===== src/rtl/im_bus_arbiter.sv =====
// Image-memory port arbiter: R0 fixed top priority, R1/R2 round-robin, burst lock, optional owner-change gap.
// Optional anti-starvation promotion is enabled by defining STARVE_GUARD_EN.
module im_bus_arbiter #(
    parameter int AW       = 20,
    parameter int DW       = 24,
    parameter int GAP_CYC  = 1,
    parameter int MAX_WAIT = 15
) (
    input  logic          clk,
    input  logic          reset,
    input  logic [2:0]    req,
    input  logic [2:0]    lock,
    input  logic [2:0]    wen_r,
    input  logic [AW-1:0] addr0,
    input  logic [AW-1:0] addr1,
    input  logic [AW-1:0] addr2,
    input  logic [DW-1:0] wdata0,
    input  logic [DW-1:0] wdata1,
    input  logic [DW-1:0] wdata2,
    output logic [2:0]    gnt,
    output logic [2:0]    rvalid,
    output logic [DW-1:0] rdata,
    output logic [AW-1:0] IM_A,
    output logic [DW-1:0] IM_D,
    output logic          IM_WEN,
    input  logic [DW-1:0] IM_Q
);

    typedef enum logic [1:0] {
        ST_IDLE = 2'd0,
        ST_OWN  = 2'd1,
        ST_GAP  = 2'd2
    } state_t;

    state_t     state_q, state_d;
    logic [2:0] gnt_q, gnt_d;
    logic [2:0] rvalid_q, rvalid_d;
    logic       rr_ptr_q, rr_ptr_d;   // 0: R1 preferred, 1: R2 preferred
    logic [2:0] starve_s;
    logic [2:0] win_s;
    logic [2:0] others_s;
    logic       own_req_s;
    logic       own_lock_s;
    logic       brk_s;

    function automatic logic [2:0] arb_pick(input logic [2:0] r, input logic ptr, input logic [2:0] st);
        logic [2:0] s;
        s = r & st;
        if (s[0])                 arb_pick = 3'b001;
        else if (s[1])            arb_pick = 3'b010;
        else if (s[2])            arb_pick = 3'b100;
        else if (r[0])            arb_pick = 3'b001;
        else if (r[1] && r[2])    arb_pick = ptr ? 3'b100 : 3'b010;
        else if (r[1])            arb_pick = 3'b010;
        else if (r[2])            arb_pick = 3'b100;
        else                      arb_pick = 3'b000;
    endfunction

`ifdef STARVE_GUARD_EN
    localparam logic [3:0] WAIT_LIM = 4'(MAX_WAIT);
    logic [2:0][3:0] wait_q, wait_d;

    // Per-requester wait counters: count while requesting without grant, saturate at the limit.
    always_comb begin
        wait_d   = wait_q;
        starve_s = 3'b000;
        for (int r = 0; r < 3; r++) begin
            if (req[r] && !gnt_q[r]) begin
                wait_d[r] = (wait_q[r] == WAIT_LIM) ? wait_q[r] : wait_q[r] + 4'd1;
            end else begin
                wait_d[r] = 4'd0;
            end
            starve_s[r] = req[r] && (wait_q[r] == WAIT_LIM);
        end
    end

    // Wait counter register.
    always_ff @(posedge clk or posedge reset) begin
        if (reset) begin
            wait_q <= '0;
        end else begin
            wait_q <= wait_d;
        end
    end
`else
    assign starve_s = 3'b000;
`endif

    assign others_s   = req & ~gnt_q;
    assign own_req_s  = |(req & gnt_q);
    assign own_lock_s = |(lock & gnt_q);
    assign brk_s      = |(starve_s & others_s);
    assign win_s      = arb_pick(req, rr_ptr_q, starve_s);

    // Next-state, next-grant and round-robin pointer.
    always_comb begin
        state_d  = state_q;
        gnt_d    = gnt_q;
        rr_ptr_d = rr_ptr_q;
        case (state_q)
            ST_IDLE, ST_GAP: begin
                if (win_s != 3'b000) begin
                    state_d = ST_OWN;
                    gnt_d   = win_s;
                end else begin
                    state_d = ST_IDLE;
                    gnt_d   = 3'b000;
                end
            end
            ST_OWN: begin
                if (own_req_s && !brk_s && (own_lock_s || (others_s == 3'b000))) begin
                    gnt_d = gnt_q;
                end else if (win_s == 3'b000) begin
                    state_d = ST_IDLE;
                    gnt_d   = 3'b000;
                end else if (win_s == gnt_q) begin
                    gnt_d = gnt_q;
                end else if (GAP_CYC != 0) begin
                    state_d = ST_GAP;
                    gnt_d   = 3'b000;
                end else begin
                    gnt_d = win_s;
                end
            end
            default: begin
                state_d = ST_IDLE;
                gnt_d   = 3'b000;
            end
        endcase
        // Pointer flips away from whichever of R1/R2 is granted.
        if (gnt_d[1]) begin
            rr_ptr_d = 1'b1;
        end else if (gnt_d[2]) begin
            rr_ptr_d = 1'b0;
        end else begin
            rr_ptr_d = rr_ptr_q;
        end
    end

    assign rvalid_d = gnt_q & wen_r;

    // Arbiter state, grant and read-valid registers.
    always_ff @(posedge clk or posedge reset) begin
        if (reset) begin
            state_q  <= ST_IDLE;
            gnt_q    <= 3'b000;
            rvalid_q <= 3'b000;
            rr_ptr_q <= 1'b0;
        end else begin
            state_q  <= state_d;
            gnt_q    <= gnt_d;
            rvalid_q <= rvalid_d;
            rr_ptr_q <= rr_ptr_d;
        end
    end

    // Memory port mux driven by the registered grant; idle drives no write.
    always_comb begin
        IM_A   = {AW{1'b0}};
        IM_D   = {DW{1'b0}};
        IM_WEN = 1'b1;
        case (gnt_q)
            3'b001: begin IM_A = addr0; IM_D = wdata0; IM_WEN = wen_r[0]; end
            3'b010: begin IM_A = addr1; IM_D = wdata1; IM_WEN = wen_r[1]; end
            3'b100: begin IM_A = addr2; IM_D = wdata2; IM_WEN = wen_r[2]; end
            default: begin IM_A = {AW{1'b0}}; IM_D = {DW{1'b0}}; IM_WEN = 1'b1; end
        endcase
    end

    assign gnt    = gnt_q;
    assign rvalid = rvalid_q;
    assign rdata  = IM_Q;

endmodule


===== config.mk =====
export PLATFORM = sky130hd
export DESIGN_NAME = im_bus_arbiter
export DESIGN_NICKNAME = d
export VERILOG_FILES = /design/src/rtl/im_bus_arbiter.sv
export SDC_FILE = /design/constraint.sdc
export NUM_CORES = 1
export LEC_CHECK = 0
export CORE_AREA = 2 2 94 96
export CTS_BUF_LIST = sky130_fd_sc_hd__clkbuf_16
export DETAILED_ROUTE_END_ITERATION = 16
export DIE_AREA = 0 0 96 98
export HOLD_SLACK_MARGIN = 0.1
export PLACE_DENSITY_LB_ADDON = 0.12
export SETUP_SLACK_MARGIN = 0.15
export SLEW_MARGIN = 20
export SYNTH_ARGS = -nofsm -noshare
export SYNTH_HDL_FRONTEND = slang
export SYNTH_SLANG_ARGS = --single-unit

===== constraint.sdc =====
create_clock -name clk -period 2.2 [get_ports clk]
set_input_delay 0.22 -clock clk [delete_from_list [all_inputs] [get_ports clk]]
set_output_delay 0.22 -clock clk [all_outputs]
set_load 0.02 [all_outputs]

# --- Yosys cells after proc, flatten, opt, wreduce, memory -nomap -nowiden ---
# Index checks and enable logic that the tools add are counted.
op_classes:
  n_mux: 20
  n_eq_ne: 8
  n_bitwise: 5
  reduce_logical: 12
ops:
  columns: ["op", "count"]
  rows:
  - ["24-bit one-hot mux with 3 select lines", 1]
  - ["20-bit one-hot mux with 3 select lines", 1]
  - ["3-bit two-way mux", 9]
  - ["3-bit bitwise AND", 4]
  - ["3-bit logical NOT", 2]
  - ["2-bit two-way mux", 3]
  - ["3-bit one-hot mux with 2 select lines", 1]
  - ["3-bit OR reduction", 2]
  - ["2-bit one-hot mux with 2 select lines", 1]
  - ["3-bit by 1-bit equality test with 1-bit output (second input constant)", 1]
  - ["3-bit by 2-bit equality test with 1-bit output (second input constant)", 1]
  - ["3-bit equality test", 1]
  - ["3-bit equality test (second input constant)", 1]
  - ["1-bit two-way mux", 3]
  - ["3-bit != test (second input constant)", 1]
  - ["3-bit NOT", 1]
  - ["1-bit one-hot mux with 3 select lines", 1]
  - ["3-bit nonzero test", 1]
  - ["2-bit by 1-bit equality test with 1-bit output (second input constant)", 1]
  - ["2-bit equality test (second input constant)", 1]
  - ["1-bit logical AND", 2]
  - ["2-bit logical NOT", 1]
  - ["2-bit != test (second input constant)", 1]
  - ["2-bit AND reduction", 1]
  - ["3 further kinds", 3]
totals:
  ff_bits: 9
  out_inout_bits: 75
  in_bits: 167
  elab_cells: 50

# --- Depth between registers and ports, before layout ---
depth:
  depth_word: 11
  mapped_depth: 7
  mapped_depth_nobuf: 6

# --- Least setup slack after synthesis ---
# Ideal clock, no wire load.
synth_timing:
  kind: "register to output"
  start: "register gnt_q[2] (netlist: gnt[2])"
  end: "output IM_A[10]"
  stages_incl_launch_ff: 7
  slack_ns: 0.246
  arrival_time_ns: 1.734
  required_ns: 1.980
  n_path_buf: 3
  cell_sequence: "dfrtp_1 -> buf_2 -> nor2b_1 -> buf_2 -> buf_2 -> a22oi_1 -> o21ai_0"
synth_via:
  elab_chain_len: 2
  elab_cells_between_ends: 4
  cone_classes: "3 x eq/ne; 1 x mux"
synth_lines:
  columns: ["element", "line", "source"]
  rows:
  - ["start, declared", "36", "logic [2:0] gnt_q, gnt_d;"]
  - ["start signal, assigned", "151", "gnt_q <= gnt_d;"]
  - ["3-bit equality test (tied with other cells)", "162", "case (gnt_q)"]
  - ["20-bit one-hot mux with 3 select lines (*)", "162", null]
  - ["end, declared", "23", "output logic [AW-1:0] IM_A,"]
# Every way passes the cells marked *; elsewhere a longest branch is shown, timed or not.

# --- Worst setup path in the final report ---
layout_timing:
  start: "register gnt_q[2] (netlist: gnt[2])"
  end: "output IM_A[9]"
# Same word-level chain as after synthesis.

==> reports/metrics.yaml <==
status: "finished clean"
ys_ff_latch: 9
yosys.area.top_type: "a22oi_1"
drc_errors: 0
fin_tns_setup_ns: 0
p_sw_w: 0.00126
r2r_setup_slack_ns: 0.47
syn_inst: 235
mostFrequentLayoutCells: "clkdlybuf4s50_1 (148), nand2_1 (46), a22oi_1 (44), o21ai_0 (41), dlygate4sd2_1 (21)"
netlist-cell-type-count: 33
max_freq_ghz: 0.517
dp_hpwl_um: 5940
ys_top_cells_by_area: "a22oi_1 (21%), dfrtp_1 (14%), o21ai_0 (13%)"
worst_hold_path_type: "primary input to async pin"
slew-limit-headroom: 0.678
start_util: 0.187
crit_path_start_kind: "register"
endpoint_kind: "output pin"
place.gp.congestion: 0.812
fin_crit_ns: 1.93
yosysWarnings: 0
io_pins: 242
cts.sinks: 9
async_flop_share: 1.00
rsz0062_at_grt: "false"
diodes: 0
num-fill-cells: 883
antenna_found_initial: 0
drive_gt1_frac: 0.0756
p_int_w: 0.00134
timing.final.crit_share: 0.879
insertion_delay_ns: 0.23
seqPwrFrac: 0.098
htree_levels: 1
ys_seq_area_frac: 0.143
power_density_mw_per_mm2: 741
critical_path_arrival_ns: 1.71
hold_slack_ns: 0.255
finClkSkew_ns: 0.00212
cp_max_fo: 15
ctsLongestPathBuffers: 2
die_h_um: 98
ff2ff_path_depth: 5
post_cts_buffers: 0
ant_nets: 0
drtPass1Iterations: 4
gr-total-overflow: 0
reg2reg_from: "gnt[0]$_DFFE_PP0P_"
rows: 34
setup_violations: 0
drt_iter0_drc: 78
clkPwrFrac: 0.121
dr_total_vias: 2346
hold_violations: 0
drv_slew: 0
grt.total_usage: 0.151
switching_share: 0.484
die_w_um: 96
totalWireLength_um: 7630
synth_nets: 404
ctsHoldBuffers: 0
worst_slew_pin_slew_ns: 0.483
cts_buffers: 3
avgSynthCellArea_um2: 6.72
clk_pin_slew_ns: 0.04
leakage_nw: 1.39
syn-cell-area_mm2: 0.00158
r2r-end: "rr_ptr_q$_DFFE_PP0P_"
cts_root_buf: "clkbuf_16"
synth_edf_count: 0
pwr-share-comb: 0.781
maxCapViolations: 0
grt_first_pass_wirelength_um: 11500
dieArea_mm2: 0.00941
via_per_inst: 4.65
nNetsFinal: 567
cts_tree: "built"
io_buffer_count: 193
syn_to_final_growth_pct: 121
grt_pass1_vias: 2329
peakVddDrop_mv: 0.655
mostFrequentLayoutCell: "clkdlybuf4s50_1"
synth_top_area_share: 0.209
synth_ff_type: "dfrtp_1"
critPathRequiredTime_ns: 1.98
grt_max_degree: 50
post_drt_wl_per_cell_um: 15.1
critPathKind: "register to output pin"
core_region_area_mm2: 0.00847
worst max-delay path, stage by stage, from the launching register on:
cell and delay [ns]:
dfrtp_2 0.42, nor2b_4 0.20, buf_4 0.23, a22oi_1 0.11, o21ai_0 0.19, clkdlybuf4s15_1 0.33
worst max path at each step:
stage                            start  endpoint  cells after the start  slack [ns]
floorplan             gnt[2]$_DFF_PP0_  IM_A[10]                      6        0.25
global placement      gnt[2]$_DFF_PP0_  IM_A[17]                      5        0.14
detailed placement    gnt[1]$_DFF_PP0_  IM_A[17]                      5        0.11
CTS                   gnt[2]$_DFF_PP0_  IM_A[17]                      5        0.16
global route        gnt[0]$_DFFE_PP0P_  IM_D[13]                      6        0.15
finish                gnt[2]$_DFF_PP0_   IM_A[9]                      5        0.27
power groups by stage:
stage,Clock [W],Sequential [W],Combinational [W]
after detailed placement,0,0.000253,0.00226
after global routing,0.000330,0.000261,0.00222
after global placement,0,0.000253,0.00226
final,0.000314,0.000253,0.00202
after CTS,0.000322,0.000252,0.00205
after floorplan,0,0.000271,0.00118
kinds of logic after synthesis:
group,Yosys count,synth area share
AOI/OAI and AO/OA,105,0.438
and+or+nand+nor,68,0.203
buffers and inverters,51,0.200
DFF,9,0.143
adders and majority gates,2,0.0158
final cells by class:
cell class | instances | area (um2) | area share
clock buffers | 3 | 75.1 | 0.0215
clock inverters | 1 | 3.75 | 0.00107
inverters | 6 | 22.5 | 0.00644
multi-input cells | 175 | 1050 | 0.301
flip-flops and latches | 9 | 228 | 0.0651
well taps | 108 | 135 | 0.0386
repair buffers | 203 | 1980 | 0.566
routing by layer:
layer,part of all wire,vias to the layer above,global-route usage,wire (um)
li1,-,1156,-,-
met1,0.37,1067,0.171,2830
met2,0.51,107,0.279,3910
met3,0.097,16,0.0378,741
met4,0.019,0,0.0330,142
met5,0,-,0,0
flip-flops by register name, indices dropped and copies added (netlist names):
signal / cells
rr_ptr_q: 1
state_q: 2
rvalid: 3
gnt: 3
synthesized netlist by cell type, types with 2 or more instances:
| cell type | number |
|---|---|
| a21bo_2 | 2 |
| a21oi_1 | 2 |
| a22oi_1 | 44 |
| and2_1 | 2 |
| buf_2 | 16 |
| buf_4 | 24 |
| buf_6 | 2 |
| clkbuf_1 | 3 |
| dfrtp_1 | 9 |
| ha_1 | 2 |
| inv_1 | 6 |
| nand2_1 | 46 |
| nand2b_1 | 3 |
| nand4_1 | 2 |
| nor2_1 | 4 |
| nor2b_1 | 6 |
| o21ai_0 | 41 |
| o21ai_1 | 6 |
stage by stage:
stage          instance area [um2]  power, W  instances   util  setup slack, ns
2_1_floorplan                 1580   0.00145        235      -            0.246
3_3_place_gp                  3480   0.00251        501  0.411            0.139
3_5_place_dp                  3480   0.00251        501  0.411            0.111
4_1_cts                       3500   0.00262        505  0.414            0.159
5_1_grt                       3500   0.00281        505  0.413            0.152
6_report                      3500   0.00259        505  0.413            0.266
timing repair:
item | 4_1_cts | 5_1_grt
resized for setup | 46 | 40
endpoints found under the setup margin | 45 | 42
gates cloned | 0 | 0
pin swaps | 0 | 0
No activity file was read; power rests on OpenSTA's default activity.
